===== config.mk =====
export PLATFORM = sky130hd
export DESIGN_NAME = load_store_unit_flat
export DESIGN_NICKNAME = d
export VERILOG_FILES = /design/src/rtl/lsu_pkg.sv /design/src/rtl/load_store_unit_if.sv /design/src/rtl/lsu_extend.sv /design/src/rtl/load_store_unit.sv /design/src/flat_wrapper.sv
export SDC_FILE = /design/constraint.sdc
export NUM_CORES = 1
export LEC_CHECK = 0
export BUFFER_PORTS_ARGS = -buffer_cell sky130_fd_sc_hd__buf_2
export CORE_MARGIN = 2
export CORE_UTILIZATION = 30
export CTS_CLUSTER_DIAMETER = 200
export DETAILED_ROUTE_END_ITERATION = 6
export GPL_ROUTABILITY_DRIVEN = 0
export PLACE_DENSITY = 0.59
export SETUP_SLACK_MARGIN = 0.05
export SLEW_MARGIN = 20
export SYNTH_ARGS = -nofsm -noshare
export SYNTH_HDL_FRONTEND = slang
export SYNTH_SLANG_ARGS = --single-unit

===== constraint.sdc =====
create_clock -name clk_i -period 2.2 [get_ports clk_i]
set_input_delay 0.44 -clock clk_i [delete_from_list [all_inputs] [get_ports clk_i]]
set_output_delay 0.44 -clock clk_i [all_outputs]
set_load 0.005 [all_outputs]

===== src/rtl/lsu_pkg.sv =====
// rtl/lsu_pkg.sv - shared size encodings, FSM states and helpers for load_store_unit
package lsu_pkg;

    localparam logic [1:0] SZ_BYTE   = 2'b00;
    localparam logic [1:0] SZ_HALF   = 2'b01;
    localparam logic [1:0] SZ_WORD   = 2'b10;
    localparam logic [1:0] SZ_DOUBLE = 2'b11;

    typedef enum logic [2:0] {
        ST_IDLE  = 3'd0,
        ST_LOAD  = 3'd1,
        ST_MERGE = 3'd2,
        ST_WRITE = 3'd3,
        ST_RESP  = 3'd4
    } lsu_state_e;

    function automatic logic [3:0] size_bytes(input logic [1:0] size);
        return 4'd1 << size;
    endfunction

endpackage


===== src/rtl/load_store_unit_if.sv =====
// rtl/load_store_unit_if.sv - request/response and data-memory bundle of load_store_unit
interface load_store_unit_if;
    logic        req_valid;
    logic        req_ready;
    logic        req_write;
    logic [1:0]  req_size;
    logic        req_signed;
    logic [63:0] req_address;
    logic [63:0] req_data;
    logic        resp_valid;
    logic [63:0] resp_data;
    logic        resp_fault;
    logic        mem_read;
    logic        mem_write;
    logic [63:0] mem_address;
    logic [63:0] mem_wdata;
    logic [63:0] mem_rdata;

    modport master (
        output req_valid, req_write, req_size, req_signed, req_address, req_data, mem_rdata,
        input  req_ready, resp_valid, resp_data, resp_fault,
        input  mem_read, mem_write, mem_address, mem_wdata
    );

    modport slave (
        input  req_valid, req_write, req_size, req_signed, req_address, req_data, mem_rdata,
        output req_ready, resp_valid, resp_data, resp_fault,
        output mem_read, mem_write, mem_address, mem_wdata
    );
endinterface


===== src/rtl/lsu_extend.sv =====
// rtl/lsu_extend.sv - low byte-lane extract with sign or zero extension to 64 bits
module lsu_extend
    import lsu_pkg::*;
(
    input  logic [63:0] rdata_i,
    input  logic [1:0]  size_i,
    input  logic        signed_i,
    output logic [63:0] result_o
);

    always_comb begin
        result_o = rdata_i;
        case (size_i)
            SZ_BYTE: result_o = {{56{signed_i & rdata_i[7]}},  rdata_i[7:0]};
            SZ_HALF: result_o = {{48{signed_i & rdata_i[15]}}, rdata_i[15:0]};
            SZ_WORD: result_o = {{32{signed_i & rdata_i[31]}}, rdata_i[31:0]};
            default: result_o = rdata_i;
        endcase
    end

endmodule


===== src/rtl/load_store_unit.sv =====
// rtl/load_store_unit.sv - memory-stage load/store FSM with read-modify-write for sub-word stores
// Optional alignment/range faulting is enabled by defining LSU_CHECK_EN.
module load_store_unit
    import lsu_pkg::*;
#(
    parameter int SIZE = 256
) (
    input  logic              clk_i,
    input  logic              rst_ni,
    load_store_unit_if.slave  bus
);

`ifdef LSU_CHECK_EN
    localparam logic CHECK_EN = 1'b1;
`else
    localparam logic CHECK_EN = 1'b0;
`endif
    localparam logic [63:0] LAST_ADDR = 64'(SIZE - 8);

    lsu_state_e  state_q, state_d;
    logic        write_q, signed_q, fault_q;
    logic [1:0]  size_q;
    logic [63:0] addr_q, data_q, merge_q, resp_data_q;
    logic [63:0] load_ext, merge_d, align_mask;
    logic        accept, fault_d;

    assign accept     = bus.req_valid && (state_q == ST_IDLE);
    assign align_mask = 64'(size_bytes(bus.req_size)) - 64'd1;
    assign fault_d    = CHECK_EN && (((bus.req_address & align_mask) != 64'd0)
                                     || (bus.req_address > LAST_ADDR));

    lsu_extend u_extend (
        .rdata_i  (bus.mem_rdata),
        .size_i   (size_q),
        .signed_i (signed_q),
        .result_o (load_ext)
    );

    always_comb begin
        merge_d = bus.mem_rdata;
        case (size_q)
            SZ_BYTE: merge_d = {bus.mem_rdata[63:8],  data_q[7:0]};
            SZ_HALF: merge_d = {bus.mem_rdata[63:16], data_q[15:0]};
            SZ_WORD: merge_d = {bus.mem_rdata[63:32], data_q[31:0]};
            default: merge_d = bus.mem_rdata;
        endcase
    end

    always_comb begin
        state_d = state_q;
        case (state_q)
            ST_IDLE: begin
                if (bus.req_valid) begin
                    if (fault_d)                     state_d = ST_RESP;
                    else if (!bus.req_write)         state_d = ST_LOAD;
                    else if (bus.req_size == SZ_DOUBLE) state_d = ST_WRITE;
                    else                             state_d = ST_MERGE;
                end
            end
            ST_LOAD:  state_d = ST_RESP;
            ST_MERGE: state_d = ST_WRITE;
            ST_WRITE: state_d = ST_RESP;
            ST_RESP:  state_d = ST_IDLE;
            default:  state_d = ST_IDLE;
        endcase
    end

    always_ff @(posedge clk_i or negedge rst_ni) begin
        if (!rst_ni) begin
            state_q     <= ST_IDLE;
            write_q     <= 1'b0;
            signed_q    <= 1'b0;
            fault_q     <= 1'b0;
            size_q      <= SZ_BYTE;
            addr_q      <= '0;
            data_q      <= '0;
            merge_q     <= '0;
            resp_data_q <= '0;
        end else begin
            state_q <= state_d;
            if (accept) begin
                write_q     <= bus.req_write;
                signed_q    <= bus.req_signed;
                size_q      <= bus.req_size;
                addr_q      <= bus.req_address;
                data_q      <= bus.req_data;
                fault_q     <= fault_d;
                resp_data_q <= '0;
            end
            if (state_q == ST_LOAD) resp_data_q <= load_ext;
            if (state_q == ST_MERGE) merge_q <= merge_d;
        end
    end

    // Outputs decode straight from state so an async reset drops the strobes at once.
    always_comb begin
        bus.req_ready   = (state_q == ST_IDLE);
        bus.resp_valid  = (state_q == ST_RESP);
        bus.resp_data   = (state_q == ST_RESP && !write_q) ? resp_data_q : 64'd0;
        bus.resp_fault  = (state_q == ST_RESP) && fault_q;
        bus.mem_read    = (state_q == ST_LOAD) || (state_q == ST_MERGE);
        bus.mem_write   = (state_q == ST_WRITE);
        bus.mem_address = (bus.mem_read || bus.mem_write) ? addr_q : 64'd0;
        bus.mem_wdata   = 64'd0;
        if (state_q == ST_WRITE)
            bus.mem_wdata = (size_q == SZ_DOUBLE) ? data_q : merge_q;
    end

endmodule


===== src/flat_wrapper.sv =====
// flat-port wrapper written by rule: the top's interface ports become plain ports
module load_store_unit_flat import lsu_pkg::*;
#(
    parameter int SIZE = 256
)
  (clk_i, rst_ni, bus_req_valid, bus_req_write, bus_req_size, bus_req_signed, bus_req_address, bus_req_data, bus_mem_rdata, bus_req_ready, bus_resp_valid, bus_resp_data, bus_resp_fault, bus_mem_read, bus_mem_write, bus_mem_address, bus_mem_wdata);
  load_store_unit_if bus_i ();
  input  logic clk_i;
  input  logic rst_ni;
  input wire logic [$bits(bus_i.req_valid)-1:0] bus_req_valid;
  input wire logic [$bits(bus_i.req_write)-1:0] bus_req_write;
  input wire logic [$bits(bus_i.req_size)-1:0] bus_req_size;
  input wire logic [$bits(bus_i.req_signed)-1:0] bus_req_signed;
  input wire logic [$bits(bus_i.req_address)-1:0] bus_req_address;
  input wire logic [$bits(bus_i.req_data)-1:0] bus_req_data;
  input wire logic [$bits(bus_i.mem_rdata)-1:0] bus_mem_rdata;
  output wire logic [$bits(bus_i.req_ready)-1:0] bus_req_ready;
  output wire logic [$bits(bus_i.resp_valid)-1:0] bus_resp_valid;
  output wire logic [$bits(bus_i.resp_data)-1:0] bus_resp_data;
  output wire logic [$bits(bus_i.resp_fault)-1:0] bus_resp_fault;
  output wire logic [$bits(bus_i.mem_read)-1:0] bus_mem_read;
  output wire logic [$bits(bus_i.mem_write)-1:0] bus_mem_write;
  output wire logic [$bits(bus_i.mem_address)-1:0] bus_mem_address;
  output wire logic [$bits(bus_i.mem_wdata)-1:0] bus_mem_wdata;
  assign bus_i.req_valid = bus_req_valid;
  assign bus_i.req_write = bus_req_write;
  assign bus_i.req_size = bus_req_size;
  assign bus_i.req_signed = bus_req_signed;
  assign bus_i.req_address = bus_req_address;
  assign bus_i.req_data = bus_req_data;
  assign bus_i.mem_rdata = bus_mem_rdata;
  assign bus_req_ready = bus_i.req_ready;
  assign bus_resp_valid = bus_i.resp_valid;
  assign bus_resp_data = bus_i.resp_data;
  assign bus_resp_fault = bus_i.resp_fault;
  assign bus_mem_read = bus_i.mem_read;
  assign bus_mem_write = bus_i.mem_write;
  assign bus_mem_address = bus_i.mem_address;
  assign bus_mem_wdata = bus_i.mem_wdata;
  load_store_unit #(.SIZE(SIZE)) u_core (.clk_i(clk_i), .rst_ni(rst_ni), .bus(bus_i));
endmodule

==> impl_metrics.py <==
metrics = {
    "clock_tree": {
        "clockRootBuffer": "clkbuf_16",
        "clkLatencyLatePin_ns": 0.57,
        "htreeDepth": 1,
        "clock-sinks": 263,
        "cts_buffer_depth": 3,
        "numCtsBuffers": 30,
        "cts_tree": "built",
        "path_clk_slew_ns": 0.06,
    },
    "drt": {
        "num_vias": 10400,
        "firstDrtPassIters": 5,
        "drt-wirelength-per-cell_um": 20.5,
        "antenna_left": 0,
        "route.detailed.drc": 0,
        "wirelength_mm": 43.3,
        "drt-initial-drc-count": 534,
        "post_drt_via_cell_ratio": 4.90,
    },
    "status": {
        "violations": "negative setup slack",
        "status": "finished, violations left",
    },
    "die": {
        "die_x_um": 206,
        "initial_utilization": 0.306,
        "rows": 73,
        "core_um2": 40000,
        "dieArea_um2": 42400,
        "fp.dieH_um": 206,
        "num_io_pins": 396,
    },
    "synth": {
        "yosys-top-cells-area": "dfrtp_1 (54%), mux2_2 (15%), and2_1 (6.6%)",
        "synth_edf_count": 0,
        "synthTopCellsByCount": "dfrtp_1 (263), mux2_2 (164), nand2_1 (162)",
        "yosysTopAreaCellShare": 0.538,
        "async_reset_ff_frac": 1.00,
        "ys.warnings.count": 0,
        "syn_area_um2": 12200,
        "yosys.area.top_type": "dfrtp_1",
        "syn_nets": 1309,
        "ys_types": 32,
        "seq_area_frac_synth": 0.538,
        "syn_inst": 1110,
        "postSynthAreaPerCell_um2": 11.0,
        "ys_ff_latch": 263,
        "synth_ff_type": "dfrtp_1",
        "yosysMostFrequentCell": "dfrtp_1",
    },
    "sta": {
        "post-route-worst-setup-slack_ns": -0.228,
        "period_share": 1.10,
        "hold_viol": 0,
        "max_slew.worst_pin.slew_ns": 0.631,
        "min_period_ns": 2.43,
        "fmax_ghz": 0.412,
        "setup_tns_ns": -27.50,
        "clock_skew_ns": 0.0192,
        "max-slew-margin-rel": 0.580,
        "rsz0062_at_grt": "true",
        "setup_violations": 194,
        "maxSlewViolCount": 0,
    },
    "global_routing": {
        "met1_usage": 0.248,
        "grt_util_all_layers": 0.200,
        "overflow": 0,
        "grt_pass1_wl_mm": 64.9,
        "grt_pass1_vias": 10900,
        "met2_usage": 0.346,
        "busiest_layer": "met2",
        "grt_max_degree": 78,
        "grt_use_met3": 0.0516,
        "antenna_found_initial": 3,
    },
    "pwr": {
        "ir_drop_v": 0.000803,
        "power_leakage_nw": 8.86,
        "pwr_density_cell_nw_per_um2": 1590,
    },
    "placement": {
        "dp_hpwl_mm": 26.9,
        "place_ws_ns": 0.221,
        "io_buffer_count": 394,
        "dpl_cell_area_um2": 15200,
    },
    "finish": {
        "nFillCells": 3740,
        "final_nets": 1760,
        "drive_above_1_share": 0.563,
        "syn_to_final_growth_pct": 48.4,
        "fin_area_um2": 18100,
    },
    "run": {
        "maxCapViolations": 0,
    },
    "worst_setup_path": {
        "startpoint_type": "register",
        "cpMaxStageDelayCell": "dfrtp_2",
        "crit_family": "simple AND/OR/NAND/NOR gates",
        "crit_required_ns": 1.76,
        "path_cells": "nor3b_2 > nor2b_4 > buf_12 > and2_1 > buf_2",
        "arrival_ns": 1.99,
        "end_kind": "output pin",
        "crit_buf_inv": 2,
        "critical_path.max_fanout": 33,
        "crit_type": "reg2out",
        "slowest_delay_ns": 0.44,
    },
    "min_path": {
        "hp-class": "in2reg",
    },
}
==> metal layers <==
layer  vias up  part of all wire
li1       4723                 -
met1      5215              0.41
met2       353              0.50
met3        57             0.069
met4         2             0.020
met5         -           0.00037
==> power breakdown <==
part / leakage [nW] / total [mW] / switching, mW / internal, mW
Clock: 0.530 / 5.32 / 2.07 / 3.25
Sequential: 3.16 / 9.01 / 1.69 / 7.32
Combinational: 5.17 / 14.6 / 6.82 / 7.77
Total: 8.86 / 28.9 / 10.6 / 18.3
==> path summary, 6_finish.rpt <==
check	slack [ns]	from	endpoint	cells after the start
min in group asynchronous	0.45	rst_ni	u_core.data_q[15]	2
hold / removal	0.1	bus_req_data[44]	u_core.data_q[44]	2
setup reg to reg	0.13	u_core.state_q[0]	u_core.resp_data_q[21]	8
setup / recovery	-0.23	u_core.state_q[0]	bus_resp_data[35]	5
max in group asynchronous	1.05	rst_ni	u_core.state_q[2]	3
hold reg to reg	0.48	u_core.resp_data_q[11]	u_core.resp_data_q[11]	1
==> state kept, by name, indices dropped and copies added, names as in the netlist <==
name,flops
u_core.addr_q,64
u_core.size_q,2
u_core.merge_q,64
u_core.write_q,1
u_core.state_q,3
u_core.resp_data_q,64
u_core.signed_q,1
u_core.data_q,64
==> layout by cell type (no fill, tap or decap), types with 8 or more instances in the layout <==
cell type,count
a21oi_1,44
a21oi_2,53
a22o_1,56
a31oi_1,8
and2_1,97
and2_4,32
buf_12,34
buf_16,13
buf_2,366
buf_4,44
buf_6,44
clkbuf_16,31
clkbuf_8,10
dfrtp_1,259
mux2_2,164
mux2i_1,25
nand2_1,98
nand2_2,24
nand2_4,39
nor2_1,32
o21a_1,32
o21ai_0,16
o2bb2ai_1,8
==> per-stage QoR <==
stage	hold slack [ns]	instances	utilization	power, mW
2_1_floorplan	0.144	1110	-	15.3
3_3_place_gp	0.464	1999	0.380	19.3
3_5_place_dp	0.467	1999	0.380	19.5
4_1_cts	0.0641	2103	0.444	28.4
5_1_grt	0.0786	2112	0.453	30.7
6_report	0.0992	2114	0.454	28.9
==> worst reg2reg max path: cells and delay by family, from the launching register on <==
kind,cells,cell delay [ns]
compound gates,1,0.34
buf+inv,5,0.89
simple gates,2,0.32
flops,1,0.41
==> repair_timing <==
item / CTS / global route
pin swaps: 71 / 40
endpoints found under the setup margin: 194 / 194
endpoints found under the hold margin: 49 / 0
buffers inserted: 28 / 11
resized for setup: 195 / 97
cloned: 19 / 0
hold buffers: 1 / 0
==> final cells by class <==
type	count	area [um2]	share of cell area
repair buffers	511	3880	0.214
multi-input cells	754	5950	0.328
well taps	525	657	0.0362
flip-flops and latches	263	6590	0.363
clock buffers	46	932	0.0514
diodes	4	10.0	0.000552
inverters	1	3.75	0.000207
clock inverters	10	129	0.00710
==> kinds of logic (layout without fill, tap and decap cells) <==
kind of cell / count (synthesis) / in the layout / synth area share
other cells: 1 / 5 / 0.000307
buf+inv: 93 / 568 / 0.0341
mux: 189 / 189 / 0.171
compound gates: 221 / 221 / 0.118
simple gates: 342 / 342 / 0.137
flops: 263 / 263 / 0.538
xor+xnor: 1 / 1 / 0.000716
Power figures use the tool's default switching activity.
